## src/rtl/wb_regfile.sv

```systemverilog
// Writeback stage: builds the final W value, commits it to the 32x32
// register file, serves two bypassed D-stage read ports and counts retirements.
module wb_regfile (
   input  logic        clk,
   input  logic        clr,
   input  logic [2:0]  res_w,
   input  logic [31:0] instr_w,
   input  logic [4:0]  a3_w,
   input  logic [31:0] ao_w,
   input  logic [31:0] dr_w,
   input  logic [31:0] pc8_w,
   input  logic [4:0]  a1_d,
   input  logic [4:0]  a2_d,
   output logic [31:0] rd1_d,
   output logic [31:0] rd2_d,
   output logic [31:0] wd_w,
   output logic        we_w,
   output logic [31:0] retired
);

   localparam logic [2:0] RES_ALU = 3'd1;
   localparam logic [2:0] RES_DM  = 3'd2;
   localparam logic [2:0] RES_PC8 = 3'd3;

   localparam logic [5:0] OP_LB  = 6'b100000;
   localparam logic [5:0] OP_LH  = 6'b100001;
   localparam logic [5:0] OP_LW  = 6'b100011;
   localparam logic [5:0] OP_LBU = 6'b100100;
   localparam logic [5:0] OP_LHU = 6'b100101;

   logic [31:0] regs_q [1:31];
   logic [31:0] retired_q;
   logic [31:0] retired_d;
   logic [31:0] load_val;
   logic [7:0]  byte_sel;
   logic [15:0] half_sel;
   logic [5:0]  opcode;

   assign opcode = instr_w[31:26];

   always_comb begin
      byte_sel = dr_w[7:0];
      case (ao_w[1:0])
         2'd0: byte_sel = dr_w[7:0];
         2'd1: byte_sel = dr_w[15:8];
         2'd2: byte_sel = dr_w[23:16];
         2'd3: byte_sel = dr_w[31:24];
         default: byte_sel = dr_w[7:0];
      endcase
   end

   // Halfword select ignores ao_w[0]: unaligned halves are not supported.
   assign half_sel = ao_w[1] ? dr_w[31:16] : dr_w[15:0];

   always_comb begin
      load_val = dr_w;
      case (opcode)
         OP_LW:   load_val = dr_w;
         OP_LB:   load_val = {{24{byte_sel[7]}}, byte_sel};
         OP_LBU:  load_val = {24'h0, byte_sel};
         OP_LH:   load_val = {{16{half_sel[15]}}, half_sel};
         OP_LHU:  load_val = {16'h0, half_sel};
         default: load_val = dr_w;
      endcase
   end

   always_comb begin
      wd_w = 32'h0;
      case (res_w)
         RES_ALU: wd_w = ao_w;
         RES_DM:  wd_w = load_val;
         RES_PC8: wd_w = pc8_w;
         default: wd_w = 32'h0;
      endcase
   end

   assign we_w = (res_w == RES_ALU || res_w == RES_DM || res_w == RES_PC8)
              && (a3_w != 5'd0);

   always_comb begin
      rd1_d = 32'h0;
      if (a1_d == 5'd0)
         rd1_d = 32'h0;
      else if (we_w && a1_d == a3_w)
         rd1_d = wd_w;
      else
         rd1_d = regs_q[a1_d];
   end

   always_comb begin
      rd2_d = 32'h0;
      if (a2_d == 5'd0)
         rd2_d = 32'h0;
      else if (we_w && a2_d == a3_w)
         rd2_d = wd_w;
      else
         rd2_d = regs_q[a2_d];
   end

   assign retired_d = retired_q + {31'h0, (instr_w != 32'h0)};

   always_ff @(posedge clk) begin
      if (clr) begin
         for (int i = 1; i < 32; i++)
            regs_q[i] <= 32'h0;
         retired_q <= 32'h0;
      end else begin
         if (we_w)
            regs_q[a3_w] <= wd_w;
         retired_q <= retired_d;
      end
   end

   assign retired = retired_q;

endmodule

```

## config.mk

```make
export PLATFORM = sky130hd
export DESIGN_NAME = wb_regfile
export DESIGN_NICKNAME = d
export VERILOG_FILES = /design/src/rtl/wb_regfile.sv
export SDC_FILE = /design/constraint.sdc
export NUM_CORES = 2
export LEC_CHECK = 0
export CORE_UTILIZATION = 35
export DETAILED_ROUTE_END_ITERATION = 10
export SLEW_MARGIN = 30
export SYNTH_ARGS = -nofsm -noshare
export SYNTH_HDL_FRONTEND = slang
export SYNTH_SLANG_ARGS = --single-unit
```

## constraint.sdc

```tcl
create_clock -name clk -period 3 [get_ports clk]
set_input_delay 0.6 -clock clk [delete_from_list [all_inputs] [get_ports clk]]
set_output_delay 0.6 -clock clk [all_outputs]
set_load 0.01 [all_outputs]
```

-- Word level (Yosys, flattened, before mapping)
Memory sizes are Yosys's and may differ from the RTL's.
Index checks and enable logic that the tools add are counted.
- register bits after elaboration: 32
- bits in latches: 0
- bits in writable memories: 992
- ROM bits: 0
- input port bits: 148
- word-level logic and storage cells: 42
- memories kept: 1
- add/sub/neg operators: 1
- multiply operators: 0
- divide/modulo/power cells: 0
- order comparisons: 0
- eq/ne operators: 12
- shifts and indexed selects: 0
- multiplexer cells: 16
- bitwise gates (word level): 0
- reductions and logical operators: 11
- memories (memory ; depth ; width ; rd ports ; clocked after memory_dff ; wr ports ; line ; source):
    regs_q ; 31 ; 32 ; 2 ; 0 ; 31 ; 31 ; logic [31:0] regs_q [1:31];
- operator list (operator ; number):
    2-to-1 mux 32 bit ; 5
    case mux 32 bit (4 select lines) ; 1
    case mux 32 bit (3 select lines) ; 1
    adder 32 x 1 -> 32 bit ; 1
    case mux 8 bit (4 select lines) ; 1
    nonzero test 32 bit ; 1
    OR reduction 32 bit ; 1
    equality test 6 bit, second input constant ; 4
    2-to-1 mux 16 bit ; 1
    equality test 5 bit ; 2
    zero test 5 bit ; 2
    equality test 3 x 2 -> 1 bit, second input constant ; 2
    2-to-1 mux 1 bit ; 6
    2-to-1 mux 5 bit ; 1
    nonzero test 5 bit ; 1
    equality test 2 bit, second input constant ; 2
    equality test 3 x 1 -> 1 bit, second input constant ; 1
    logical AND 1 bit ; 3
    equality test 2 x 1 -> 1 bit, second input constant ; 1
    zero test 2 bit ; 1
    logical OR 1 bit ; 2

-- Logic depth before layout (Yosys ltp)
- depth after elaboration: 9
- depth in mapped cells: 12

-- Least setup slack after synthesis
No wires, ideal clock.
- kind: input-to-output
- start: input port a3_w[2]
- end: output port rd2_d[2]
- data arrival time: 2467 ps
- required time: 2400 ps
- path slack: -67 ps
- cell stages on the path: 8
- path through: buf_2 > nor3_2 > a211oi_1 > nand4_1 > nand2_1 > buf_1 > o22ai_1 > a211oi_1
- longest elaborated chain between the ends: 5
- elaborated cells on any way between the ends: 6
- RTL lines (element ; line ; source):
    from (decl) ; 8 ; input logic [4:0] a3_w,
    nonzero test 5 bit ; 78 ; && (a3_w != 5'd0);
    logical AND 1 bit ; 78 ;
    net we_w ; 17 ; output logic we_w,
    logical AND 1 bit ; 94 ; else if (we_w && a2_d == a3_w)
    2-to-1 mux 32 bit ; 94 ;
    2-to-1 mux 32 bit ; 92 ; if (a2_d == 5'd0)
    to (decl) ; 15 ; output logic [31:0] rd2_d,
The timed path passes the listed nets, and every way through them passes these cells.

-- Worst setup path in the final report
- start: input port instr_w[30]
- end: output port rd2_d[5]
- longest elaborated chain between the ends: 5
- elaborated cells on any way between the ends: 8
- RTL lines (element ; line ; source):
    from (decl) ; 7 ; input logic [31:0] instr_w,
    equality test 6 bit ; 57 ; case (opcode)
    case mux 32 bit (4 select lines) * ; 57 ;
    case mux 32 bit (3 select lines) * ; 69 ; case (res_w)
    2-to-1 mux 32 bit * ; 94 ;
    2-to-1 mux 32 bit * ; 92 ;
Mark *: on every way between the ends. The rest lies on a longest branch, timed or not.

==> summary.md <==
| Metric | Value |
|---|---|
| Status | complete, but fails checks |
| Failing checks | setup timing |
| Vias in the first global route | 42192 |
| Die area | 159500 sq um |
| Pin count of the biggest net entering global routing | 47 |
| I/O pin count | 277 |
| Clock Latency Late Sink | 0.73 ns |
| Post-route setup TNS | -18.15 ns |
| Hold path cells | 2 |
| Seq cells post-synth | 1056 |
| Sw Share | 0.2646 |
| Commonest non-fill, non-tap cells in the layout | nor2_1 (1045), edfxtp_1 (1024), buf_4 (605) |
| Cells after Synth | 3972 |
| Min-delay src | retired[26] |
| Initial antenna violation count | 7 |
| Leak | 26.97 nW |
| Die H | 399.4 microns |
| Register area | 31390 sq um |
| Initial Utilization | 0.3530 |
| Worst Path Required | 2.40 ns |
| Number of I/O port buffers | 276 |
| Setup violators final | 91 |
| Synth Flop Type | edfxtp_1 |
| Filler instances | 13240 |
| Area taken by multi-input logic gates | 24530 sq um |
| Total gr overflow | 0 |
| First-pass GRT wire length | 298.6 mm |
| Dominant cell type by area after synthesis | edfxtp_1 |
| Root Driver | clkbuf_16 |
| Pins Over Slew Limit | 0 |
| Worst-Margin Slew | 0.8996 ns |
| Hold_buf cts | 0 |
| Seq pwr share | 0.453 |
| Final period utilization | 1.124 |
| Clock-pin slew on the worst setup and hold paths | 0.06 ns |
| # DRC | 0 |
| Wirelength per Cell | 29.92 microns |
| Critical path class | input pin to output pin |
| RSZ-0062 raised after global routing | true |
| Fin Hold WS | 0.5092 ns |
| Critical R2R Launch | retired[0] |
| Clk_skew | 0.01579 ns |
| EDFF count, synth | 1024 |
| Clock Power Share | 0.358 |
| Synthesis Warnings | 0 |
| Synth top area share | 0.5564 |
| Critical Path Source | instr_w[30] |
| Max-cap viol count | 0 |
| Busiest layer in global routing | met2 |
| Pwr dens | 499.3 nW/um^2 |
| Comb pwr share | 0.189 |
| Sw Pwr | 10.14 mW |
| CTS Buf Count | 108 |
| Register area share after synthesis | 0.5680 |
| Clock Path Buffers | 3 |
| Max VDD drop | 502.9 uV |
| Upper clock frequency limit | 296.7 MHz |
| Synth Area per Inst | 13.91 sq um |
| CTS H-Tree Depth | 3 |
| CP Launch Type | input pin |
| Top post-synthesis cells by area | edfxtp_1 (56%), mux4_2 (20%), nor2_1 (7.3%) |
| Share of layout cells above drive strength 1 | 0.4460 |
| Fin nets | 5134 |
| Layout area overhead | 38.80% |
| Placed Instances | 6698 |
| Register-to-Register Path Depth | 7 |
| Worst setup margin | -0.3707 ns |
| Final Hold Vio Count | 0 |
| Max FO, Critical Path | 6 |
| WP data arrival | 2.77 ns |
| Fraction of registers with async set/reset | 0 |
| Met3 GRT Util | 0.06113 |
| Via count | 42521 |
| GPL Wtd Cong | 0.9293 |
| Slew headroom | 0.3981 |
| Final cell count without fillers | 7133 |
| Std-Cell Rows | 145 |
| Worst min path class | register to register |
| Cell Area, Synth | 55270 sq um |
| Core Util, Final | 0.4899 |
| Die Width | 399.4 microns |
| Final HPWL DP | 144.0 mm |
| Pre-CTS WS | -1.440 ns |
| Core Area | 156600 sq um |
| Unique masters post-synth | 60 |
| Router iterations before antenna repair | 7 |
| CTS tree | built |
| Critical Path Sink Type | output pin |
| DRT iter0 DRCs | 5581 |
| Power Internal | 28.17 mW |
| M2 GR Usage | 0.4121 |
| Grt met1 use | 0.3495 |
| Avg Vias per Cell | 5.961 |
| Commonest non-fill, non-tap cell in the layout | nor2_1 |
| Total GRT Usage | 0.2610 |
| DRT Wirelength | 213.4 mm |
| Detail Route Antenna Nets | 0 |
| CTS sink cnt | 1056 |
| Tmin final | 3.371 ns |
[cells by family after synthesis]
group	after synthesis	synth area share
AND/OR/NAND/NOR	1426	0.1071
flip-flops	1056	0.5680
multiplexers	611	0.2247
buffers and inverters	464	0.04129
AO/OA/AOI/OAI	380	0.05332
XOR/XNOR	32	0.005071
adder cells (fa/ha/maj)	2	0.0004527
other	1	0.00006785
[what timing repair did]
action	CTS	global route
resized for setup	1021	270
pin swaps	137	105
cloned	15	5
buffers inserted	169	96
endpoints found under the setup margin	122	106
[metal layers]
metal  vias to the layer above  part of all wire
li1                      17303                 -
met1                     21848              0.37
met2                      2892              0.46
met3                       472              0.12
met4                         6             0.042
met5                         -           0.00022
[sequential cells by signal, indices dropped and copies added, names as in the netlist]
register / count
regs_q: 1024
retired: 32
[path summary, 6_finish.rpt]
kind / to / slack [ns]
max: rd2_d[5] / -0.37
min: retired[26] / 0.51
max reg2reg: retired[16] / 0.91
min reg2reg: retired[26] / 0.51
[synthesized netlist by cell type (all sizes together) (42+ instances only)]
cell type  instances
a211oi            54
a22oi             80
buf              225
clkbuf           197
edfxtp          1024
inv               42
mux2i             90
mux4             502
nand2            116
nor2            1081
nor3              49
o22ai             48
[per-stage QoR]
step	power (mW)	area, sq um
finish	38.30	76710
floorplan	20.44	55390
CTS	37.94	74890
global placement	23.72	67640
global route	39.23	76710
detailed placement	23.80	67650
[worst max-delay path, cell delays in order]
cell and delay, ns:
buf_6 0.09, or4b_4 0.58, buf_12 0.17, nor2_4 0.08
buf_6 0.12, buf_6 0.10, o221a_4 0.21, a221oi_4 0.04
buf_12 0.17, a211oi_4 0.41, buf_6 0.17
[power groups by stage]
| stage | sequential [mW] | clock [mW] | combinational [mW] |
|---|---|---|---|
| 2_1_floorplan | 17.5 | 0 | 2.97 |
| 3_3_place_gp | 17.6 | 0 | 6.16 |
| 3_5_place_dp | 17.6 | 0 | 6.17 |
| 4_1_cts | 17.3 | 13.8 | 6.81 |
| 5_1_grt | 17.4 | 14.4 | 7.44 |
| 6_report | 17.3 | 13.7 | 7.25 |
[area by class of cell]
cell class,count,area share
Antenna cell,1,0.00003262
Inverter,42,0.003605
Clock buffer,129,0.03681
Sequential cell,1056,0.4092
Tap cell,2058,0.03357
Clock inverter,71,0.009151
Multi-Input combinational cell,2485,0.3198
Timing Repair Buffer,1291,0.1879
Power figures use the tool's default switching activity.
